<file path="src/rtl/jb_predict_if.sv">
// Fetch/execute bus of the jump/branch resolution unit.
// The requester drives predict/resolve inputs; the unit answers with selects and stats.
interface jb_predict_if #(
  parameter int STAT_W = 32
);
  logic              fetch_valid;
  logic [31:0]       fetch_pc;
  logic              pred_taken;
  logic              ex_valid;
  logic              ex_stall;
  logic [31:0]       ex_pc;
  logic [3:0]        ex_jb;
  logic [31:0]       ex_alu_out;
  logic              ex_alu_zero;
  logic              ex_pred_taken;
  logic [1:0]        jump_sel;
  logic              mispredict;
  logic [STAT_W-1:0] branch_count;
  logic [STAT_W-1:0] mispredict_count;

  modport master (
    output fetch_valid, fetch_pc, ex_valid, ex_stall, ex_pc, ex_jb,
           ex_alu_out, ex_alu_zero, ex_pred_taken,
    input  pred_taken, jump_sel, mispredict, branch_count, mispredict_count
  );

  modport slave (
    input  fetch_valid, fetch_pc, ex_valid, ex_stall, ex_pc, ex_jb,
           ex_alu_out, ex_alu_zero, ex_pred_taken,
    output pred_taken, jump_sel, mispredict, branch_count, mispredict_count
  );
endinterface

</file>
<file path="src/rtl/jb_predict_unit.sv">
// Jump/branch resolver with a BHT of saturating counters: predicts at fetch,
// resolves at execute, trains the table and counts branches/mispredicts.
module jb_predict_unit #(
  parameter int BHT_ENTRIES = 64,
  parameter int IDX_W       = 6,
  parameter int CNT_W       = 2,
  parameter int STAT_W      = 32
) (
  input  logic         clk,
  input  logic         rst_n,
  jb_predict_if.slave  bus
);

  localparam logic [CNT_W-1:0] CNT_MAX  = {CNT_W{1'b1}};
  localparam logic [CNT_W-1:0] CNT_INIT = CNT_W'((1 << (CNT_W - 1)) - 1);

  localparam logic [3:0] JB_J    = 4'b0001;
  localparam logic [3:0] JB_JR   = 4'b0010;
  localparam logic [3:0] JB_BEQ  = 4'b0011;
  localparam logic [3:0] JB_BNE  = 4'b0100;
  localparam logic [3:0] JB_BLEZ = 4'b0101;
  localparam logic [3:0] JB_BGTZ = 4'b0110;
  localparam logic [3:0] JB_BLTZ = 4'b0111;
  localparam logic [3:0] JB_BGEZ = 4'b1000;

  function automatic logic [CNT_W-1:0] sat_inc(input logic [CNT_W-1:0] c);
    return (c == CNT_MAX) ? c : c + CNT_W'(1);
  endfunction

  function automatic logic [CNT_W-1:0] sat_dec(input logic [CNT_W-1:0] c);
    return (c == '0) ? c : c - CNT_W'(1);
  endfunction

  logic [CNT_W-1:0]  bht_q [BHT_ENTRIES];
  logic [CNT_W-1:0]  bht_d [BHT_ENTRIES];
  logic [STAT_W-1:0] branch_count_q, branch_count_d;
  logic [STAT_W-1:0] mispredict_count_q, mispredict_count_d;

  logic             act, cond, lt, taken, mispredict;
  logic [1:0]       jump_sel;
  logic [IDX_W-1:0] fetch_idx, ex_idx;
  logic             unused_pc_bits;

  assign fetch_idx = bus.fetch_pc[IDX_W+1:2];
  assign ex_idx    = bus.ex_pc[IDX_W+1:2];
  assign unused_pc_bits = ^{bus.fetch_pc[31:IDX_W+2], bus.fetch_pc[1:0],
                            bus.ex_pc[31:IDX_W+2], bus.ex_pc[1:0]};

  // Resolution is gated by rst_n so nothing leaks out while reset is held.
  always_comb begin
    lt         = (bus.ex_alu_out == 32'd1);
    act        = rst_n & bus.ex_valid & ~bus.ex_stall;
    cond       = 1'b0;
    taken      = 1'b0;
    jump_sel   = 2'b00;
    unique case (bus.ex_jb)
      JB_BEQ:  begin cond = act; taken = bus.ex_alu_zero;        end
      JB_BNE:  begin cond = act; taken = ~bus.ex_alu_zero;       end
      JB_BLEZ: begin cond = act; taken = lt | bus.ex_alu_zero;   end
      JB_BGTZ: begin cond = act; taken = ~lt & ~bus.ex_alu_zero; end
      JB_BLTZ: begin cond = act; taken = lt;                     end
      JB_BGEZ: begin cond = act; taken = ~lt;                    end
      default: ;
    endcase
    if (act && bus.ex_jb == JB_J)       jump_sel = 2'b10;
    else if (act && bus.ex_jb == JB_JR) jump_sel = 2'b11;
    else if (cond && taken)             jump_sel = 2'b01;
    mispredict = cond & (taken != bus.ex_pred_taken);
  end

  always_comb begin
    bht_d              = bht_q;
    branch_count_d     = branch_count_q + STAT_W'(cond);
    mispredict_count_d = mispredict_count_q + STAT_W'(mispredict);
    if (cond) begin
      bht_d[ex_idx] = taken ? sat_inc(bht_q[ex_idx]) : sat_dec(bht_q[ex_idx]);
    end
  end

  always_ff @(posedge clk) begin
    if (!rst_n) begin
      bht_q              <= '{default: CNT_INIT};
      branch_count_q     <= '0;
      mispredict_count_q <= '0;
    end else begin
      bht_q              <= bht_d;
      branch_count_q     <= branch_count_d;
      mispredict_count_q <= mispredict_count_d;
    end
  end

  // Fetch reads the registered table, so a same-cycle update shows up next cycle.
  assign bus.pred_taken       = rst_n & bus.fetch_valid & bht_q[fetch_idx][CNT_W-1];
  assign bus.jump_sel         = jump_sel;
  assign bus.mispredict       = mispredict;
  assign bus.branch_count     = branch_count_q;
  assign bus.mispredict_count = mispredict_count_q;

endmodule

</file>
<file path="src/flat_wrapper.sv">
// flat-port wrapper written by rule: the top's interface ports become plain ports
module jb_predict_unit_flat 
#(
  parameter int BHT_ENTRIES = 64,
  parameter int IDX_W       = 6,
  parameter int CNT_W       = 2,
  parameter int STAT_W      = 32
)
  (clk, rst_n, bus_fetch_valid, bus_fetch_pc, bus_ex_valid, bus_ex_stall, bus_ex_pc, bus_ex_jb, bus_ex_alu_out, bus_ex_alu_zero, bus_ex_pred_taken, bus_pred_taken, bus_jump_sel, bus_mispredict, bus_branch_count, bus_mispredict_count);
  jb_predict_if #(.STAT_W(STAT_W)) bus_i ();
  input  logic clk;
  input  logic rst_n;
  input wire logic [$bits(bus_i.fetch_valid)-1:0] bus_fetch_valid;
  input wire logic [$bits(bus_i.fetch_pc)-1:0] bus_fetch_pc;
  input wire logic [$bits(bus_i.ex_valid)-1:0] bus_ex_valid;
  input wire logic [$bits(bus_i.ex_stall)-1:0] bus_ex_stall;
  input wire logic [$bits(bus_i.ex_pc)-1:0] bus_ex_pc;
  input wire logic [$bits(bus_i.ex_jb)-1:0] bus_ex_jb;
  input wire logic [$bits(bus_i.ex_alu_out)-1:0] bus_ex_alu_out;
  input wire logic [$bits(bus_i.ex_alu_zero)-1:0] bus_ex_alu_zero;
  input wire logic [$bits(bus_i.ex_pred_taken)-1:0] bus_ex_pred_taken;
  output wire logic [$bits(bus_i.pred_taken)-1:0] bus_pred_taken;
  output wire logic [$bits(bus_i.jump_sel)-1:0] bus_jump_sel;
  output wire logic [$bits(bus_i.mispredict)-1:0] bus_mispredict;
  output wire logic [$bits(bus_i.branch_count)-1:0] bus_branch_count;
  output wire logic [$bits(bus_i.mispredict_count)-1:0] bus_mispredict_count;
  assign bus_i.fetch_valid = bus_fetch_valid;
  assign bus_i.fetch_pc = bus_fetch_pc;
  assign bus_i.ex_valid = bus_ex_valid;
  assign bus_i.ex_stall = bus_ex_stall;
  assign bus_i.ex_pc = bus_ex_pc;
  assign bus_i.ex_jb = bus_ex_jb;
  assign bus_i.ex_alu_out = bus_ex_alu_out;
  assign bus_i.ex_alu_zero = bus_ex_alu_zero;
  assign bus_i.ex_pred_taken = bus_ex_pred_taken;
  assign bus_pred_taken = bus_i.pred_taken;
  assign bus_jump_sel = bus_i.jump_sel;
  assign bus_mispredict = bus_i.mispredict;
  assign bus_branch_count = bus_i.branch_count;
  assign bus_mispredict_count = bus_i.mispredict_count;
  jb_predict_unit #(.BHT_ENTRIES(BHT_ENTRIES), .IDX_W(IDX_W), .CNT_W(CNT_W), .STAT_W(STAT_W)) u_core (.clk(clk), .rst_n(rst_n), .bus(bus_i));
endmodule
</file>
<file path="config.mk">
export PLATFORM = sky130hd
export DESIGN_NAME = jb_predict_unit_flat
export DESIGN_NICKNAME = d
export VERILOG_FILES = /design/src/rtl/jb_predict_if.sv /design/src/rtl/jb_predict_unit.sv /design/src/flat_wrapper.sv
export SDC_FILE = /design/constraint.sdc
export NUM_CORES = 1
export LEC_CHECK = 0
export CAP_MARGIN = 20
export CELL_PAD_IN_SITES_DETAIL_PLACEMENT = 1
export CELL_PAD_IN_SITES_GLOBAL_PLACEMENT = 1
export CORE_MARGIN = 5
export CORE_UTILIZATION = 43
export DETAILED_ROUTE_END_ITERATION = 7
export PLACE_DENSITY_LB_ADDON = 0.2
export SYNTH_ARGS = -nofsm -noshare
export SYNTH_HDL_FRONTEND = slang
export SYNTH_SLANG_ARGS = --single-unit
</file>
<file path="constraint.sdc">
create_clock -name clk -period 5.93 [get_ports clk]
set_clock_uncertainty 0.15 [all_clocks]
set_input_delay 0.593 -clock clk [delete_from_list [all_inputs] [get_ports clk]]
set_output_delay 0.593 -clock clk [all_outputs]
set_load 0.02 [all_outputs]
</file>
==> results.toml, run 1 <==
[finish]
nets = 1262
fillCellCount = 2557
design_area_um2 = 11500
areaGrowthSynthToFinish_pct = 19.3
antennaDiodeCount = 0
drive_gt1_frac = 0.0946

[floorplan]
fp.dieH_um = 160
die-area_um2 = 25600
ios = 175
die_w_um = 160
rows = 54
core_um2 = 22000
initial_core_util = 0.441

[drt]
routed_wl_um = 30900
drt-wirelength-per-cell_um = 21.4
vias_per_cell = 6.14
firstDrtPassIters = 5
drtAntennaViolNets = 0
drt_iter0_drc = 749
drc = 0
vias = 8856

[sta]
drv_slew = 0
rsz0062_at_grt = "no"
fin_crit_sh = 0.771
finalHoldViolations = 0
final-setup-viol-count = 0
period_needed_ps = 4570
maxSlewHeadroom = 0.347
worst_pin_slew_ps = 972
tns_ps = 0
timing.fmax_mhz = 219

[worst_setup_path]
rr_worst_depth = 8
crit_path_cell_trace = "clkdlybuf4s50_1 > buf_4 > mux4_2 > mux4_2 > mux4_2 > and3_1 > clkdlybuf4s50_1"
start_kind = "input pin"
crit_fanout = 16
crit_family = "multiplexers"
critPathSlowestCell = "mux4_2"
cp_num_buf_inv = 3
slowest_delay_ps = 610
crit_arrival_ps = 3830
cp-end-kind = "primary output"
cpMostUsedCell = "mux4_2"
crit_required_ps = 5190
worstReg2RegStart = "u_core.bht_q[61]"
crit_type = "input pin to primary output"
r2r_slack_ps = 2580
timing.rr.end = "u_core.bht_q[86]"

[power_and_ir_drop]
cellPowerDensity_nw_per_um2 = 236
pwr-share-seq = 0.474
internal-power_mw = 1.98
power_switching_uw = 746
leakage_nw = 4.07
ir_worst_vdd_uv = 174
comb_power_share = 0.099
swShare = 0.274
clkPwrFrac = 0.428

[clock_network]
clkTransAtPathRegs_ps = 80
cts_tree = "yes"
insertion_delay_ps = 440
post-cts-setup-buffer-count = 0
clockRootBuffer = "clkbuf_16"
ctsResizeCount = 0
cts.path.max_buffers = 2
htreeDepth = 4
clock_sink_count = 192
ctsHoldBuffers = 0
cts_buffers = 17

[place]
place_hpwl_um = 20700
portBuffers = 122
placed_area_um2 = 11000
gp_congestion = 0.852

[synth]
synth_area_leaders = "dfxtp_1, mux4_2, o21ai_0"
synth_top_area_share = 0.397
async_reset_ff_frac = 0
ys_types = 64
syn-cell-area_um2 = 9680
synthFlopType = "dfxtp_1"
synth.mux.area_fraction = 0.107
synth_top_family_by_area = "simple AND/OR/NAND/NOR gates"
synth_xor_area_frac = 0.0489
synth_cells = 1065
synth_area_leader_cell = "dfxtp_1"
synth_fa_ha_area_frac = 0.00659
synth_seq_cells = 192
synthSimpleGateAreaFrac = 0.205
yosysSeqAreaShare = 0.397
syn_area_per_cell_um2 = 9.09
yosys_warnings = 0
synth_compound_area_frac = 0.191
synth_nets = 1176
synth_edf_count = 0

[global_route]
grt_pass1_wl_um = 48900
grt_pass1_vias = 8891
gr-total-overflow = 0
grt_usage = 0.234
antenna_found_initial = 0
grt_max_degree = 100

[flow_run]
maxCapViolations = 0

[min_path]
hold_class = "flop to flop"
min_path_cells = 2
whs_endpoint = "u_core.bht_q[20]"
min_from = "u_core.bht_q[20]"

[status]
outcome = "completed"
[worst max path at each step]
stage,end,depth (start not counted),start,slack (ps)
detailed placement,u_core.bus.mispredict_count[31],14,bus_ex_alu_out[16],930
global placement,u_core.bus.mispredict_count[31],14,bus_ex_alu_out[16],1100
CTS,bus_pred_taken,7,bus_fetch_pc[2],1340
global route,u_core.bus.mispredict_count[31],14,bus_ex_alu_out[16],1130
finish,bus_pred_taken,7,bus_fetch_pc[2],1360
floorplan,u_core.bus.mispredict_count[30],16,bus_ex_alu_out[16],1950
[layout by cell type, fill, tap and decap left out, types with 3 or more instances in the layout]
| cell type | instances |
|---|---|
| dfxtp_1 | 192 |
| clkdlybuf4s50_1 | 119 |
| nand2_1 | 113 |
| o21ai_0 | 106 |
| nand3_1 | 61 |
| nor2_1 | 59 |
| and2_1 | 53 |
| a21oi_1 | 42 |
| xnor2_1 | 40 |
| o311ai_1 | 31 |
| o211ai_1 | 28 |
| mux4_2 | 27 |
| o21ai_1 | 25 |
| nand4_1 | 19 |
| mux2_2 | 18 |
| clkbuf_16 | 17 |
| buf_4 | 17 |
| xor2_1 | 14 |
| a221oi_1 | 14 |
| and3_1 | 12 |
| nor2b_1 | 11 |
| nor4_1 | 10 |
| nor3_1 | 10 |
| or3_1 | 10 |
| a21boi_0 | 9 |
| a22oi_1 | 8 |
| and4_1 | 8 |
| mux2i_1 | 7 |
| inv_1 | 6 |
| mux4_1 | 6 |
| inv_6 | 6 |
| o311ai_0 | 4 |
| ha_1 | 4 |
| nand2b_1 | 3 |
| and3b_1 | 3 |
| a31oi_1 | 3 |
| o311ai_2 | 3 |
| inv_8 | 3 |
[tightest hold or removal path, stage by stage, from the launching register on]
cell and delay [ps]:
dfxtp_1 330, nand2_1 50, o311ai_1 70
[state kept, by name (all words and copies together) (netlist names)]
name                         flops
u_core.bus.branch_count         32
u_core.bus.mispredict_count     32
u_core.bht_q                   128
[per-layer routing]
layer | up-vias | routed length, um | track usage
met3 | 55 | 1930 | 0.0410
met2 | 318 | 14400 | 0.387
met4 | 0 | 775 | 0.0739
li1 | 4120 | - | -
met1 | 4363 | 13800 | 0.313
met5 | - | 0 | 0
[kinds of logic after synthesis]
logic type	count (synthesis)
buffers and inverters	79
AND/OR/NAND/NOR	388
multiplexers	58
AO/OA/AOI/OAI	289
XOR/XNOR	54
flip-flops	192
adder cells (fa/ha/maj)	5
[layout make-up]
cell class              instances  area (um2)  area share
clock buffers                  18         439      0.0380
clock inverters                13         139      0.0120
inverters                       7        26.3     0.00228
multi-input cells             794        5400       0.468
flip-flops and latches        192        3840       0.333
well taps                     280         350      0.0303
repair buffers                139        1350       0.117
[cell usage after synthesis (4+ instances only)]
library cell and instances:
nor2_1 60, inv_1 6, buf_2 11, and4_1 8, clkbuf_1 37, a221oi_1 14
nor4_1 10, o311ai_0 4, ha_1 4, o311ai_1 31, nand2_1 113, mux4_1 6
mux2i_1 7, and3_1 12, mux2_2 18, and2_1 53, nor3_1 10, buf_1 4
a21oi_1 42, mux4_2 27, nand4_1 19, buf_6 13, o21ai_1 25, or3_1 10
dfxtp_1 192, a22oi_1 8, xor2_1 14, buf_4 7, xnor2_1 40, nand3_1 61
o211ai_1 28, o21ai_0 106, nor2b_1 11, a21boi_0 9
[stage by stage]
| step | util | setup WS, ps | cells | power (mW) | hold slack (ps) |
|---|---|---|---|---|---|
| detailed placement | 0.500 | 927 | 1412 | 1.59 | 312 |
| global route | 0.526 | 1130 | 1443 | 2.80 | 349 |
| global placement | 0.500 | 1100 | 1412 | 1.58 | 302 |
| floorplan | - | 1950 | 1065 | 1.49 | 289 |
| CTS | 0.526 | 1340 | 1443 | 2.74 | 328 |
| finish | 0.526 | 1360 | 1443 | 2.72 | 324 |
[power groups by stage]
stage          clock network [mW]  logic (mW)  registers, mW
2_1_floorplan                   0       0.173           1.32
3_3_place_gp                    0       0.263           1.32
3_5_place_dp                    0       0.266           1.32
4_1_cts                      1.18       0.266           1.29
5_1_grt                      1.23       0.284           1.29
6_report                     1.16       0.269           1.29
(Power assumes the default switching activity.)
==> run 2, diff against run 1 <==
CORE_UTILIZATION = 36   (was 43)
clock period = 3.8 ns   (was 5.93 ns; I/O delays follow)
==> run 2 against run 1 <==
Net effect:
- worst setup slack worse by 1300 ps
- sequential power is 56% higher
- clock-buffer cell count shrank 1
- non-clock buffer count up 35
- first-iteration DRC count down 11%
- cell count grew 6.7%
- die area is 18% higher
- via count shrank 0.28%
- worst hold slack got worse by 0.65 ps
- critical path type unchanged
- largest power group unchanged
- highest routed layer unchanged
==> results.toml, run 2 (same netlist as run 1, synthesis figures left out) <==
[finish]
nets = 1297
layout_common_cells = "dfxtp_1, clkdlybuf4s50_1, nand2_1"
regArea_um2 = 3840
regMostFlops = "u_core.bht_q"
areaGrowthSynthToFinish_pct = 24.0
largest_reg_flops = 128
fillCellCount = 3049
drive_gt1_frac = 0.122
fin_util = 0.449
antennaDiodeCount = 0
multi_input_area_um2 = 5400
final_common_cell = "dfxtp_1"

[clock_network]
cts.path.max_buffers = 2
htreeDepth = 4
cts_tree = "yes"
clockRootBuffer = "clkbuf_16"
clock_sink_count = 192
insertion_delay_ps = 450
cts_buffers = 17
clkTransAtPathRegs_ps = 80
post-cts-setup-buffer-count = 0

[floorplan]
die-area_um2 = 30300
die_w_um = 174
fp.dieH_um = 174
initial_core_util = 0.362
ios = 175
core_um2 = 26700
rows = 60

[worst_setup_path]
cp-end-kind = "primary output"
crit_arrival_ps = 3200
crit_required_ps = 3270
slowest_delay_ps = 550
start_kind = "input pin"
crit_path_cell_trace = "clkdlybuf4s50_1 > buf_12 > mux4_2 > mux4_2 > mux4_2 > and3_1 > dlygate4sd2_1"
crit_fanout = 16
cpMostUsedCell = "mux4_2"
crit_type = "input pin to primary output"
critPathSlowestCell = "mux4_2"

[global_route]
grt_pass1_vias = 8801
grt_max_degree = 194
gr-total-overflow = 0
grt_usage = 0.203
antenna_found_initial = 0
grt_pass1_wl_um = 49800

[sta]
finalHoldViolations = 0
tns_ps = 0
final-setup-viol-count = 0
rsz0062_at_grt = "no"
timing.fmax_mhz = 268
fin_crit_sh = 0.983
worst_pin_slew_ps = 815
drv_slew = 0
period_needed_ps = 3730
maxSlewHeadroom = 0.452

[flow_run]
maxCapViolations = 0

[drt]
vias_per_cell = 5.73
drt_iter0_drc = 666
drt-wirelength-per-cell_um = 20.4
routed_wl_um = 31500
drtAntennaViolNets = 0
vias = 8831
firstDrtPassIters = 5
drc = 0

[power_and_ir_drop]
cellPowerDensity_nw_per_um2 = 365
leakage_nw = 4.28
ir_worst_vdd_uv = 239

[min_path]
hold_class = "flop to flop"

[place]
portBuffers = 122
gp_congestion = 0.854
place_hpwl_um = 21600

[status]
outcome = "completed"
run 2: final timing paths:
path | to | depth (start not counted) | from | slack [ps]
worst max register to register | u_core.bht_q[28] | 9 | u_core.bht_q[36] | 800
worst min-delay path | u_core.bht_q[96] | 2 | u_core.bht_q[96] | 320
worst max-delay path | bus_pred_taken | 7 | bus_fetch_pc[2] | 70
worst min register to register | u_core.bht_q[96] | 2 | u_core.bht_q[96] | 320
run 2: metrics by stage:
stage                     total power [mW]  setup WS, ps  hold slack, ps  area [um2]  cells
final                                 4.38          65.5             324       12000   1540
after global placement                2.52          -167             300       11400   1508
after floorplan                       2.33          36.5             289        9680   1065
after detailed placement              2.52          -168             311       11400   1508
after global routing                  4.53          3.17             343       12000   1540
after CTS                             4.42          52.6             328       12000   1540
run 2: layout make-up:
type / instances / share of cell area
Clock inverter: 15 / 0.0156
Timing Repair Buffer: 174 / 0.140
Sequential cell: 192 / 0.320
Multi-Input combinational cell: 794 / 0.450
Tap cell: 341 / 0.0356
Clock buffer: 17 / 0.0355
Inverter: 7 / 0.00219
run 2: critical path: cells and delay by family:
kind / cells / cell delay, ps
mux: 3 / 1590
buf+inv: 3 / 1010
simple gates: 1 / 200
run 2: what timing repair did:
| item | 4_1_cts | 5_1_grt |
|---|---|---|
| resized for setup | 1 | 0 |
| setup endpoints to repair | 1 | 0 |
| hold buffers | 0 | 0 |
run 2: report_power, final:
group          switching (mW)  internal [mW]
combinational           0.303          0.161
sequential            0.00121           2.01
clock                   0.946          0.954
total                    1.25           3.13
run 2: routing by layer:
layer  global-route usage  share of wire
met1                0.282           0.47
met2                0.333           0.47
met3               0.0298          0.048
met4               0.0564          0.016
met5                    0              0
